**src/rtl/miner_pkg.sv**
```systemverilog
// ---------------------------------------------------------------------------
// miner_pkg
// Shared definitions for the miner result path: field widths of the result
// word (nonce followed by hash), the serial symbol width, and the state
// encoding used by result_serializer.
// ---------------------------------------------------------------------------
package miner_pkg;

    localparam int NONCE_W  = 32;
    localparam int HASH_W   = 256;
    localparam int RESULT_W = NONCE_W + HASH_W;
    localparam int BYTE_W   = 8;

    typedef enum logic [1:0] {
        IDLE = 2'd0,
        SEND = 2'd1,
        DONE = 2'd2
    } ser_state_t;

endpackage

```
**src/rtl/rise_edge_detect.sv**
```systemverilog
// ---------------------------------------------------------------------------
// rise_edge_detect
// One-cycle pulse on a rising edge of a level input.
//
// Ports:
//   clk    in   system clock
//   n_rst  in   asynchronous active-low reset
//   in     in   level to watch
//   pulse  out  high for the cycle in which in is 1 and was 0 last cycle
// ---------------------------------------------------------------------------
module rise_edge_detect (
    input  logic clk,
    input  logic n_rst,
    input  logic in,
    output logic pulse
);

    logic in_q;
    logic armed;

    // in_q is the previous-cycle copy of the input. armed only sets once the
    // input has been seen low, so a level that is already high when reset is
    // released is not mistaken for a fresh rising edge.
    always_ff @(posedge clk or negedge n_rst) begin
        if (!n_rst) begin
            in_q  <= 1'b0;
            armed <= 1'b0;
        end else begin
            in_q <= in;
            if (!in) begin
                armed <= 1'b1;
            end
        end
    end

    assign pulse = in & ~in_q & armed;

endmodule

```
**src/rtl/result_serializer.sv**
```systemverilog
// ---------------------------------------------------------------------------
// result_serializer
// Captures the miner result word on a rising edge of send_data and streams it
// out MSB-first, one byte per valid/ready transfer, to the UART transmitter.
// A rising edge that arrives while a frame is in flight sets a sticky overrun
// flag and is otherwise ignored.
//
// Build option: define CHECKSUM_EN to append one byte after the data bytes
// holding the XOR of all data bytes.
//
// Ports:
//   clk         in   system clock
//   n_rst       in   asynchronous active-low reset
//   send_data   in   result-available strobe (level or pulse)
//   tx_data     in   result word, sampled on the start cycle only
//   byte_ready  in   transmitter can accept a byte
//   byte_out    out  current byte (0 when not valid)
//   byte_valid  out  byte_out is valid
//   busy        out  frame in progress (SEND or DONE)
//   done        out  one-cycle pulse after the last byte is accepted
//   overrun     out  sticky: a result arrived while busy
// ---------------------------------------------------------------------------
module result_serializer #(
    parameter int DATA_W = miner_pkg::RESULT_W,
    parameter int BYTE_W = miner_pkg::BYTE_W
) (
    input  logic              clk,
    input  logic              n_rst,
    input  logic              send_data,
    input  logic [DATA_W-1:0] tx_data,
    input  logic              byte_ready,
    output logic [BYTE_W-1:0] byte_out,
    output logic              byte_valid,
    output logic              busy,
    output logic              done,
    output logic              overrun
);

    import miner_pkg::*;

    localparam int NUM_BYTES = DATA_W / BYTE_W;
    localparam int CNT_W     = $clog2(NUM_BYTES + 1);

`ifdef CHECKSUM_EN
    localparam int LAST_IDX = NUM_BYTES;
`else
    localparam int LAST_IDX = NUM_BYTES - 1;
`endif

    localparam logic [CNT_W-1:0] LAST_CNT = CNT_W'(LAST_IDX);

    ser_state_t        state;
    ser_state_t        next_state;
    logic [DATA_W-1:0] shift_reg;
    logic [CNT_W-1:0]  count;
    logic              overrun_q;
    logic              start;
    logic              transfer;

`ifdef CHECKSUM_EN
    localparam logic [CNT_W-1:0] DATA_CNT = CNT_W'(NUM_BYTES);
    logic [BYTE_W-1:0] csum;
`endif

    rise_edge_detect u_start_edge (
        .clk   (clk),
        .n_rst (n_rst),
        .in    (send_data),
        .pulse (start)
    );

    assign transfer = (state == SEND) && byte_ready;
    assign overrun  = overrun_q;

    always_ff @(posedge clk or negedge n_rst) begin
        if (!n_rst) begin
            state <= IDLE;
        end else begin
            state <= next_state;
        end
    end

    // Datapath: the word is latched only on a start seen in IDLE, so a late
    // edge or a change of tx_data never disturbs a frame already in flight.
    always_ff @(posedge clk or negedge n_rst) begin
        if (!n_rst) begin
            shift_reg <= '0;
            count     <= '0;
            overrun_q <= 1'b0;
`ifdef CHECKSUM_EN
            csum      <= '0;
`endif
        end else begin
            if (state == IDLE && start) begin
                shift_reg <= tx_data;
                count     <= '0;
`ifdef CHECKSUM_EN
                csum      <= '0;
`endif
            end else if (transfer) begin
                shift_reg <= shift_reg << BYTE_W;
                count     <= count + 1'b1;
`ifdef CHECKSUM_EN
                if (count < DATA_CNT) begin
                    csum <= csum ^ shift_reg[DATA_W-1 -: BYTE_W];
                end
`endif
            end

            if (start && state != IDLE) begin
                overrun_q <= 1'b1;
            end
        end
    end

    // Next state and Moore outputs; byte_out is forced to 0 outside SEND so
    // the link sees a clean zero whenever byte_valid is low.
    always_comb begin
        next_state = state;
        byte_valid = 1'b0;
        busy       = 1'b0;
        done       = 1'b0;
        byte_out   = '0;

        unique case (state)
            IDLE: begin
                if (start) begin
                    next_state = SEND;
                end
            end
            SEND: begin
                byte_valid = 1'b1;
                busy       = 1'b1;
`ifdef CHECKSUM_EN
                if (count == DATA_CNT) begin
                    byte_out = csum;
                end else begin
                    byte_out = shift_reg[DATA_W-1 -: BYTE_W];
                end
`else
                byte_out   = shift_reg[DATA_W-1 -: BYTE_W];
`endif
                if (transfer && count == LAST_CNT) begin
                    next_state = DONE;
                end
            end
            DONE: begin
                busy       = 1'b1;
                done       = 1'b1;
                next_state = IDLE;
            end
            default: begin
                next_state = IDLE;
            end
        endcase
    end

endmodule

```
**config.mk**
```make
export PLATFORM = sky130hd
export DESIGN_NAME = result_serializer
export DESIGN_NICKNAME = d
export VERILOG_FILES = /design/src/rtl/miner_pkg.sv /design/src/rtl/rise_edge_detect.sv /design/src/rtl/result_serializer.sv
export SDC_FILE = /design/constraint.sdc
export NUM_CORES = 1
export LEC_CHECK = 0
export CAP_MARGIN = 25
export CORE_ASPECT_RATIO = 1.2
export CORE_MARGIN = 5
export CORE_UTILIZATION = 55
export DETAILED_ROUTE_END_ITERATION = 6
export GPL_TIMING_DRIVEN = 0
export PLACE_DENSITY = 0.93
export SKIP_LAST_GASP = 1
export SYNTH_ARGS = -nofsm -noshare
export SYNTH_HDL_FRONTEND = slang
export SYNTH_HIERARCHICAL = 1
export SYNTH_SLANG_ARGS = --single-unit
export TNS_END_PERCENT = 100
```
**constraint.sdc**
```tcl
create_clock -name clk -period 4 [get_ports clk]
set_clock_uncertainty 0.15 [all_clocks]
set_input_delay 1.2 -clock clk [delete_from_list [all_inputs] [get_ports clk]]
set_output_delay 1.2 -clock clk [all_outputs]
set_load 0.005 [all_outputs]
```
==> out/metrics.csv <==
stage;metric;value;unit
yosys;synth.distinct_cells;24;
worst_setup_path;path_class;reg -> out;
power;p_per_area;697;mW/mm^2
cells_and_area;drive_above_1_share;0.0743;
sta;fmax;285;MHz
route;finalWirelength;40.6;mm
route;wl_met1;15.4;mm
yosys;syn_area;0.0134;mm^2
sta;period_needed;3.51;ns
worst_setup_path;crit_path_top_delay_cell;clkdlybuf4s50_1;
power;fin_total_pwr;12.5;mW
clocking;cts_setup_buffers;0;
placement;hpwl;29.4;mm
cells_and_area;largest_reg_flops;288;
clocking;cts_buffers;30;
route;routed-wl-met3;3.19;mm
worst_setup_path;crit_family;buffers and inverters;
global_routing;grt_pass1_vias;13200;
sta;final_max_slew_viol_count;0;
sta;hold_violations;0;
yosys;synth_top_area_frac;0.556;
power;irDropWorstVdd;0.392;mV
placement;gp_congestion;0.900;
cells_and_area;layout.cells.non_filler;2288;
route;wl_per_cell;17.7;um
yosys;synth_warnings;6;
job;max-cap-violations;0;
worst_setup_path;path_cells;inv_1 -> ha_1 -> buf_2 -> and2_1 -> clkdlybuf4s50_1;
die;dieArea;0.0277;mm^2
placement;port_buffers;303;
die;die_h;181;um
die;die_w;153;um
yosys;synth_area_leaders;dfrtp_1, nand2_1, a31oi_1;
die;coreArea;0.0240;mm^2
die;start_util;0.559;
yosys;postSynthCellCount;1604;
yosys;ys.flop_type;dfrtp_1;
route;detail-route-antenna-nets;0;
sta;tightestPinTransition;0.702;ns
outcome;status;finished, final reports clean;
worst_setup_path;crit_fanout;10;
route;top_layer_used;met5;
route;drtIter0Drc;1107;
sta;setup-tns-final;0;ns
worst_setup_path;arrival;2.16;ns
sta;setup_violations;0;
yosys;synth_seq_area_share;0.556;
yosys;syn_nets;1902;
global_routing;grt_remaining_overflow;0;
global_routing;grt_pass1_wl;65.5;mm
yosys;ys_async_sr_fraction;1.00;
clocking;htreeDepth;1;
clocking;cts_hold_buf;0;
clocking;cts_tree;done;
power;leakage;8.05;nW
die;ios;304;
global_routing;grt_max_degree;130;
worst_setup_path;cp.required;2.65;ns
worst_setup_path;cp_num_buf_inv;3;
sta;rsz0062_at_grt;no;
yosys;syn_area_per_cell;8.38;um^2
clocking;clk_latency;0.55;ns
cells_and_area;layout_common_cells;nand2_1, clkdlybuf4s50_1, dfrtp_1, nor2_1, a31oi_1;
yosys;synth-edff-count;0;
cells_and_area;final_common_cell;nand2_1;
global_routing;grt.total_usage;0.285;
route;drc;0;
min_path;hold_path_class;reg -> reg;
clocking;cts_root_buffer;clkbuf_16;
clocking;cts_resized;0;
sta;relSlewSlack;0.532;
global_routing;antenna_found_initial;5;
clocking;cts_buffer_depth;3;
worst_setup_path;end_kind;output pin;
clocking;clkTransAtPathRegs;0.06;ns
worst_setup_path;start_kind;register;
worst_setup_path;critPathMaxStageDelay;0.51;ns
route;firstDrtPassIters;5;
cells_and_area;fin_nets;2239;
cells_and_area;fin_util;0.745;
route;wl_met2;20.1;mm
yosys;synth_top_area_cell;dfrtp_1;
placement;dp_cells;2229;
sta;finalCritPeriodShare;0.878;
route;vias_per_cell;5.66;
cells_and_area;area_growth;33.3;%
yosys;ys_ff_latch;299;
die;rows;62;
clocking;clock-sinks;299;
route;vias;13000;
-- cells by family (layout without fill, tap and decap cells) --
family | Yosys count | count (layout) | share of synthesized area
buf+inv | 131 | 491 | 0.0492
xor+xnor | 5 | 5 | 0.00326
simple gates | 869 | 869 | 0.246
other cells | 0 | 4 | 0
compound gates | 292 | 292 | 0.137
fa+ha+maj | 6 | 6 | 0.00558
mux | 2 | 2 | 0.00167
flops | 299 | 299 | 0.556
-- worst reg2reg max path: stages (launching register included) --
cell	delay [ns]
dfrtp_1	0.39
inv_1	0.10
ha_1	0.27
nand2_1	0.11
clkbuf_1	0.54
buf_2	0.34
nor2_1	0.09
a31oi_1	0.23
-- cell usage after synthesis (2+ instances only) --
cell type,number
buf_6,2
buf_2,79
inv_1,3
nand4_1,3
and2_1,10
nand2_1,566
clkbuf_1,32
nor2_1,285
a31oi_1,280
mux2_1,2
buf_4,15
dfrtp_1,299
ha_1,6
a22o_1,8
xor2_1,4
a21oi_1,2
-- per-layer routing --
| metal | global-route usage | vias to the layer above |
|---|---|---|
| met5 | 0 | - |
| met2 | 0.483 | 699 |
| li1 | - | 6010 |
| met1 | 0.351 | 6098 |
| met4 | 0.128 | 2 |
| met3 | 0.0608 | 145 |
-- layout make-up --
class | count | area [um^2]
diodes | 4 | 10.0
fillers | 1650 | 6120
well taps | 320 | 400
plain buffers | 128 | 651
clock inverters | 8 | 68.8
flip-flops and latches | 299 | 7480
multi-input cells | 1174 | 5300
repair buffers | 305 | 3090
inverters | 3 | 11.3
clock buffers | 47 | 906
-- power by group --
group	switching [mW]	internal [mW]	leakage, nW
logic	2.31	1.88	4.01
clock network	1.16	1.61	0.485
registers	0.951	4.58	3.56
-- per-stage QoR --
stage	worst slack, ns	hold slack, ns	instance area (um^2)
after detailed placement	0.613	0.316	16900
after global placement	-10.61	0.292	16900
after floorplan	1.59	0.277	13400
after global routing	0.356	0.364	17900
after CTS	0.464	0.333	17900
final	0.487	0.326	17900
-- path summary, 6_finish.rpt --
kind | startpoint | to | slack, ns | depth (start not counted)
setup / recovery | state[1] | byte_out[5] | 0.49 | 5
hold / removal | u_start_edge/armed | u_start_edge/armed | 0.33 | 1
setup reg to reg | state[0] | shift_reg[95] | 1.67 | 7
hold reg to reg | u_start_edge/armed | u_start_edge/armed | 0.33 | 1
max in group asynchronous | n_rst | shift_reg[100] | 2.33 | 2
min in group asynchronous | n_rst | shift_reg[256] | 0.39 | 1
(Power assumes the default switching activity.)
